===== src/rtl/tiger_icache_word_streamer.sv =====
// -----------------------------------------------------------------------------
// tiger_icache_word_streamer
//
// Purpose:
//   Registered, handshaked line-to-word streamer sitting between the icache
//   line store / SDRAM refill path and the Tiger fetch stage. A full cache
//   line is captured in one handshake. The line is then emitted one word per
//   handshake, either as a wrap-around burst of M words that starts at the
//   critical word, or as a single selected word.
//
// Parameters:
//   N  word width in bits
//   M  words per line (M >= 2)
//   S  select width, ceil(log2(M))
//   W  line width, M*N (derived)
//
// Ports:
//   clk         system clock, rising edge
//   reset_n     asynchronous active-low reset
//   flush       synchronous abort, drops the current line
//   line_valid  line_data / start_sel / mode are valid
//   line_ready  block can accept a line (state IDLE)
//   line_data   line, word k in bits [N*k+N-1 : N*k]
//   start_sel   index of the first word to emit
//   mode        0 = wrap burst of M words, 1 = single word
//   word_valid  word_data is valid (state STREAM)
//   word_ready  consumer accepts the word
//   word_data   current word, taken from the line buffer
//   word_idx    index of the current word within the line
//   word_last   current word is the final one of this line
//   busy        a line is held (state STREAM)
// -----------------------------------------------------------------------------
module tiger_icache_word_streamer #(
   parameter int N = 32,
   parameter int M = 8,
   parameter int S = 3,
   localparam int W = M * N
) (
   input  logic         clk,
   input  logic         reset_n,
   input  logic         flush,
   input  logic         line_valid,
   output logic         line_ready,
   input  logic [W-1:0] line_data,
   input  logic [S-1:0] start_sel,
   input  logic         mode,
   output logic         word_valid,
   input  logic         word_ready,
   output logic [N-1:0] word_data,
   output logic [S-1:0] word_idx,
   output logic         word_last,
   output logic         busy
);

   // remaining must be able to hold the full burst length M
   localparam int R = $clog2(M + 1);

   localparam logic [S-1:0] PTR_MAX   = S'(M - 1);
   localparam logic [R-1:0] BURST_LEN = R'(M);
   localparam logic [R-1:0] ONE_WORD  = R'(1);

   typedef enum logic {
      IDLE,
      STREAM
   } state_t;

   state_t         state;
   logic [S-1:0]   ptr;
   logic [R-1:0]   remaining;
   logic [N-1:0]   line_buf [M];

   logic           line_accept;
   logic           word_accept;

   // An out-of-range start index (only possible when M is not a power of two)
   // restarts the burst at word 0 instead of addressing a non-existent word.
   function automatic logic [S-1:0] clamp_sel(input logic [S-1:0] sel);
      if ({1'b0, sel} > {1'b0, PTR_MAX})
         return '0;
      else
         return sel;
   endfunction

   // Modulo-M increment so every index is visited exactly once per burst.
   function automatic logic [S-1:0] next_ptr(input logic [S-1:0] cur);
      if (cur == PTR_MAX)
         return '0;
      else
         return cur + S'(1);
   endfunction

   function automatic logic [R-1:0] burst_len(input logic single);
      return single ? ONE_WORD : BURST_LEN;
   endfunction

   assign line_ready = (state == IDLE);
   assign word_valid = (state == STREAM);
   assign busy       = (state == STREAM);

   // flush overrides both handshakes in the same cycle
   assign line_accept = line_valid && line_ready && !flush;
   assign word_accept = word_valid && word_ready && !flush;

   // Outputs come only from registered state; line_data never reaches them.
   assign word_data = line_buf[ptr];
   assign word_idx  = ptr;
   assign word_last = (remaining == ONE_WORD);

   always_ff @(posedge clk or negedge reset_n) begin
      if (!reset_n) begin
         state     <= IDLE;
         ptr       <= '0;
         remaining <= '0;
      end else if (flush) begin
         state     <= IDLE;
         ptr       <= '0;
         remaining <= '0;
      end else begin
         case (state)
            IDLE: begin
               if (line_accept) begin
                  state     <= STREAM;
                  ptr       <= clamp_sel(start_sel);
                  remaining <= burst_len(mode);
               end
            end
            STREAM: begin
               if (word_accept) begin
                  ptr       <= next_ptr(ptr);
                  remaining <= remaining - ONE_WORD;
                  // going back to IDLE here makes the next line wait a cycle
                  if (word_last)
                     state <= IDLE;
               end
            end
            default: begin
               state     <= IDLE;
               ptr       <= '0;
               remaining <= '0;
            end
         endcase
      end
   end

   // Line buffer: loaded only on the accept edge, untouched by flush so the
   // last line stays visible for debug.
   always_ff @(posedge clk or negedge reset_n) begin
      if (!reset_n) begin
         for (int k = 0; k < M; k++)
            line_buf[k] <= '0;
      end else if (line_accept) begin
         for (int k = 0; k < M; k++)
            line_buf[k] <= line_data[k*N +: N];
      end
   end

endmodule


===== config.mk =====
export PLATFORM = sky130hd
export DESIGN_NAME = tiger_icache_word_streamer
export DESIGN_NICKNAME = d
export VERILOG_FILES = /design/src/rtl/tiger_icache_word_streamer.sv
export SDC_FILE = /design/constraint.sdc
export NUM_CORES = 1
export LEC_CHECK = 0
export ABC_AREA = 1
export BUFFER_PORTS_ARGS = -buffer_cell sky130_fd_sc_hd__buf_2
export CELL_PAD_IN_SITES_DETAIL_PLACEMENT = 0
export CELL_PAD_IN_SITES_GLOBAL_PLACEMENT = 2
export CORE_MARGIN = 5
export CORE_UTILIZATION = 30
export CTS_CLUSTER_SIZE = 20
export DETAILED_ROUTE_END_ITERATION = 8
export MAX_ROUTING_LAYER = met4
export PLACE_DENSITY_LB_ADDON = 0.1
export SKIP_LAST_GASP = 1
export SLEW_MARGIN = 20
export SYNTH_ARGS = -nofsm -noshare
export SYNTH_HDL_FRONTEND = slang
export SYNTH_SLANG_ARGS = --single-unit

===== constraint.sdc =====
create_clock -name clk -period 1.9 [get_ports clk]
set_input_delay 0.095 -clock clk [delete_from_list [all_inputs] [get_ports clk]]
set_output_delay 0.095 -clock clk [all_outputs]
set_load 0.005 [all_outputs]

==> summary.txt <==
Outcome
  – Status: finished with violations
  – Failing checks: setup timing

Drt
  – Via count: about 14000
  – ANT nets after route: 0
  – WL/cell: 17.8 um
  – Initial DRC Count: between 800 and 900
  – DRT Pass-1 Iters: 5
  – Via density: ~4.4
  – # DRC: 0
  – Final wirelength: about 54 mm

Place
  – Placed instance area: 16100 um2
  – Post-Place Setup Slack: roughly 0.24 ns
  – GP Congestion: between 0.8 and 0.9
  – I/O Buffers: 303
  – HPWL after DPL: 35.2 mm

Clocking
  – CTS tree: done
  – Clk sink count: around 260
  – H-tree depth: 2
  – Clock Pin Slew Worst Setup and Hold Paths: about 0.060 ns
  – Clock Path Buffers: 3
  – CTS Buf Count: 34
  – Skew-Pair Late Insertion Delay: roughly 0.54 ns
  – Clock tree root buffer cell: clkbuf_16

Timing
  – Worst Tran Pin Value: between 0.5 and 0.6 ns
  – Max Fclk: 462 MHz
  – Final Hold Vio Count: 0
  – Min Tclk post-route: 2.17 ns
  – Slew Limit Fails: 0
  – Max-slew headroom: 65.0%
  – Finish-stage setup viols: 32
  – Crit share post-route: 114%
  – Worst Skew: 0.0269 ns
  – Setup ws final: -0.266 ns
  – RSZ-0062 raised after global routing: yes

Pwr
  – Pint: between 0.015 and 0.02 W
  – Switching part of the total: approximately 38%
  – Power share of the clock group: about a quarter
  – Worst VDD drop: ~0.88 mV
  – PD cells: approximately 1300 nW/um2
  – P_sw: 0.0100 W
  – Logic pwr share: 43.6%
  – Total Power: approximately 0.027 W
  – Part of the power in registers: between 30% and 40%
  – Leakage Power: ~11 nW

Synthesis
  – Mapped Nets: ~2100
  – Commonest cells post-synth: nand2_1 (631), nor2_1 (358), dfrtp_1 (264)
  – Synth top area cells: dfrtp_1 (49%), nand2_1 (17%), nor2_1 (9.9%)
  – Synth top area share: 48.5%
  – Cell area after synthesis: about 14000 um2
  – Main synth FF type: dfrtp_1
  – FFs w/ async S/R, synth: 100%
  – Post-synthesis register bit count: ~260
  – Yosys top cell by area: dfrtp_1
  – Sequential fraction of the synthesis area: about half
  – Count of cell types in the netlist: 21
  – Most frequent cell after synthesis: nand2_1
  – Syn Inst Count: ~1900
  – Post-synth EDFFs: 0
  – Syn Area/Cell: between 7 and 8 um2
  – Yosys warns: 0

Floorplan
  – I/O pin cnt: 304
  – Die width: ~220 um
  – Initial Utilization: between 30% and 40%
  – FP Rows: between 70 and 80
  – Die Y: 223 um
  – Die area: roughly 50000 um2
  – Core area: approximately 45000 um2

Worst hold path
  – Hold crit path type: in2async

Final layout
  – Layout cells sized above 1: approximately a quarter
  – Fillers: ~4500
  – Syn-to-layout area delta: 55.2%
  – Fin area: around 21000 um2
  – Fin nets: roughly 2700

Worst setup path
  – Critical path class: reg2out
  – CP Launch Type: register
  – Capturing element type of the critical path: output pin
  – Required time worst endpoint: 1.80 ns
  – Worst path arrival time: about 2.1 ns
  – Crit-path max FO: 8

GRT
  – Gr ovfl total: 0
  – First-pass GRT wire length: 84.0 mm
  – Gr usage total: between 20% and 30%
  – Largest net degree at the start of global routing: 72
  – Initial antenna violation count: 2
  – Vias in the first global route: 14100

Run
  – MaxCap Viol Count: 0
[power groups by stage]
stage	registers, W	logic [W]	clock network, W
after CTS	0.00818	0.0112	0.00697
after floorplan	0.00801	0.00568	0
after global placement	0.00826	0.00888	0
final	0.00824	0.0116	0.00678
after detailed placement	0.00828	0.00892	0
after global routing	0.00844	0.0128	0.00723
[flip-flops by register name, indices dropped and copies added, names as in the netlist]
register   count
line_buf     256
busy           1
word_idx       3
remaining      4
[area by class of cell]
type | count | area, um2 | share of cell area, %
flip-flops and latches | 264 | 6610 | 31.3
multi-input cells | 1299 | 6050 | 28.6
repair buffers | 662 | 5870 | 27.8
clock buffers | 53 | 1080 | 5.09
well taps | 600 | 751 | 3.55
inverters | 174 | 666 | 3.15
clock inverters | 8 | 93.8 | 0.444
diodes | 2 | 5.00 | 0.0237
[layout by cell type, fill, tap and decap left out, drive strengths merged]
cell type,netlist,routed
bufinv,0,2
dlygate4sd3,0,265
o211ai,1,1
nand2,633,633
bufbuf,0,1
clkbuf,25,60
o21ai,7,7
buf,94,389
ha,4,4
nor2,359,359
inv,173,173
a21oi,160,160
nand3b,1,1
clkinv,1,7
nand3,133,133
dfrtp,264,264
diode,0,2
nand4,1,1
[timing repair]
action                                 CTS  global route
resized for setup                      115            52
buffers inserted                        10             0
endpoints found under the hold margin  526             0
setup endpoints to repair               32            34
pin swaps                               43            33
hold buffers                           265             0
cloned                                  16             7
[metrics by stage]
stage	cells	setup TNS, ns	hold slack, ns	util (%)
after CTS	3053	-8.30	0.0693	46.0
after floorplan	1856	0	-0.201	-
after global placement	2701	0	0.0629	35.5
final	3062	-7.27	0.0701	46.8
after global routing	3062	-10.27	0.107	46.8
after detailed placement	2701	0	0.0588	35.5
[path summary, 6_finish.rpt]
kind,from,endpoint,slack (ns),depth (start not counted)
max,word_idx[0],word_data[22],-0.27,10
min,reset_n,line_buf[54],0.07,2
max reg2reg,word_idx[0],word_idx[2],0.09,8
min reg2reg,line_buf[191],line_buf[191],0.47,2
max in group asynchronous,reset_n,line_buf[241],1.09,3
min in group clk,line_data[23],line_buf[247],0.32,4
[per-layer routing]
metal	wire (um)	track usage (%)
met5	0	-
met4	1260	6.38
met3	1960	2.57
met2	24700	34.2
met1	26600	31.2
[critical path, stage by stage, from the launching register on]
cell and delay (ns):
dfrtp_4 0.50, buf_12 0.16, buf_12 0.16, buf_8 0.15, nor2_1 0.08, nor2_1 0.05, nand2_1 0.07, nand2_2 0.07
nand2_2 0.08, nand2_1 0.06, buf_2 0.13
[logic make-up (layout without fill, tap and decap cells)]
group                    after synthesis  in the layout  share of synthesized area [%]
AND/OR/NAND/NOR                     1127           1127                           32.4
buffers and inverters                293            897                           9.66
other                                  0              2                              0
AO/OA/AOI/OAI                        168            168                           9.03
flip-flops                           264            264                           48.5
adder cells (fa/ha/maj)                4              4                          0.368
(Power assumes the default switching activity.)
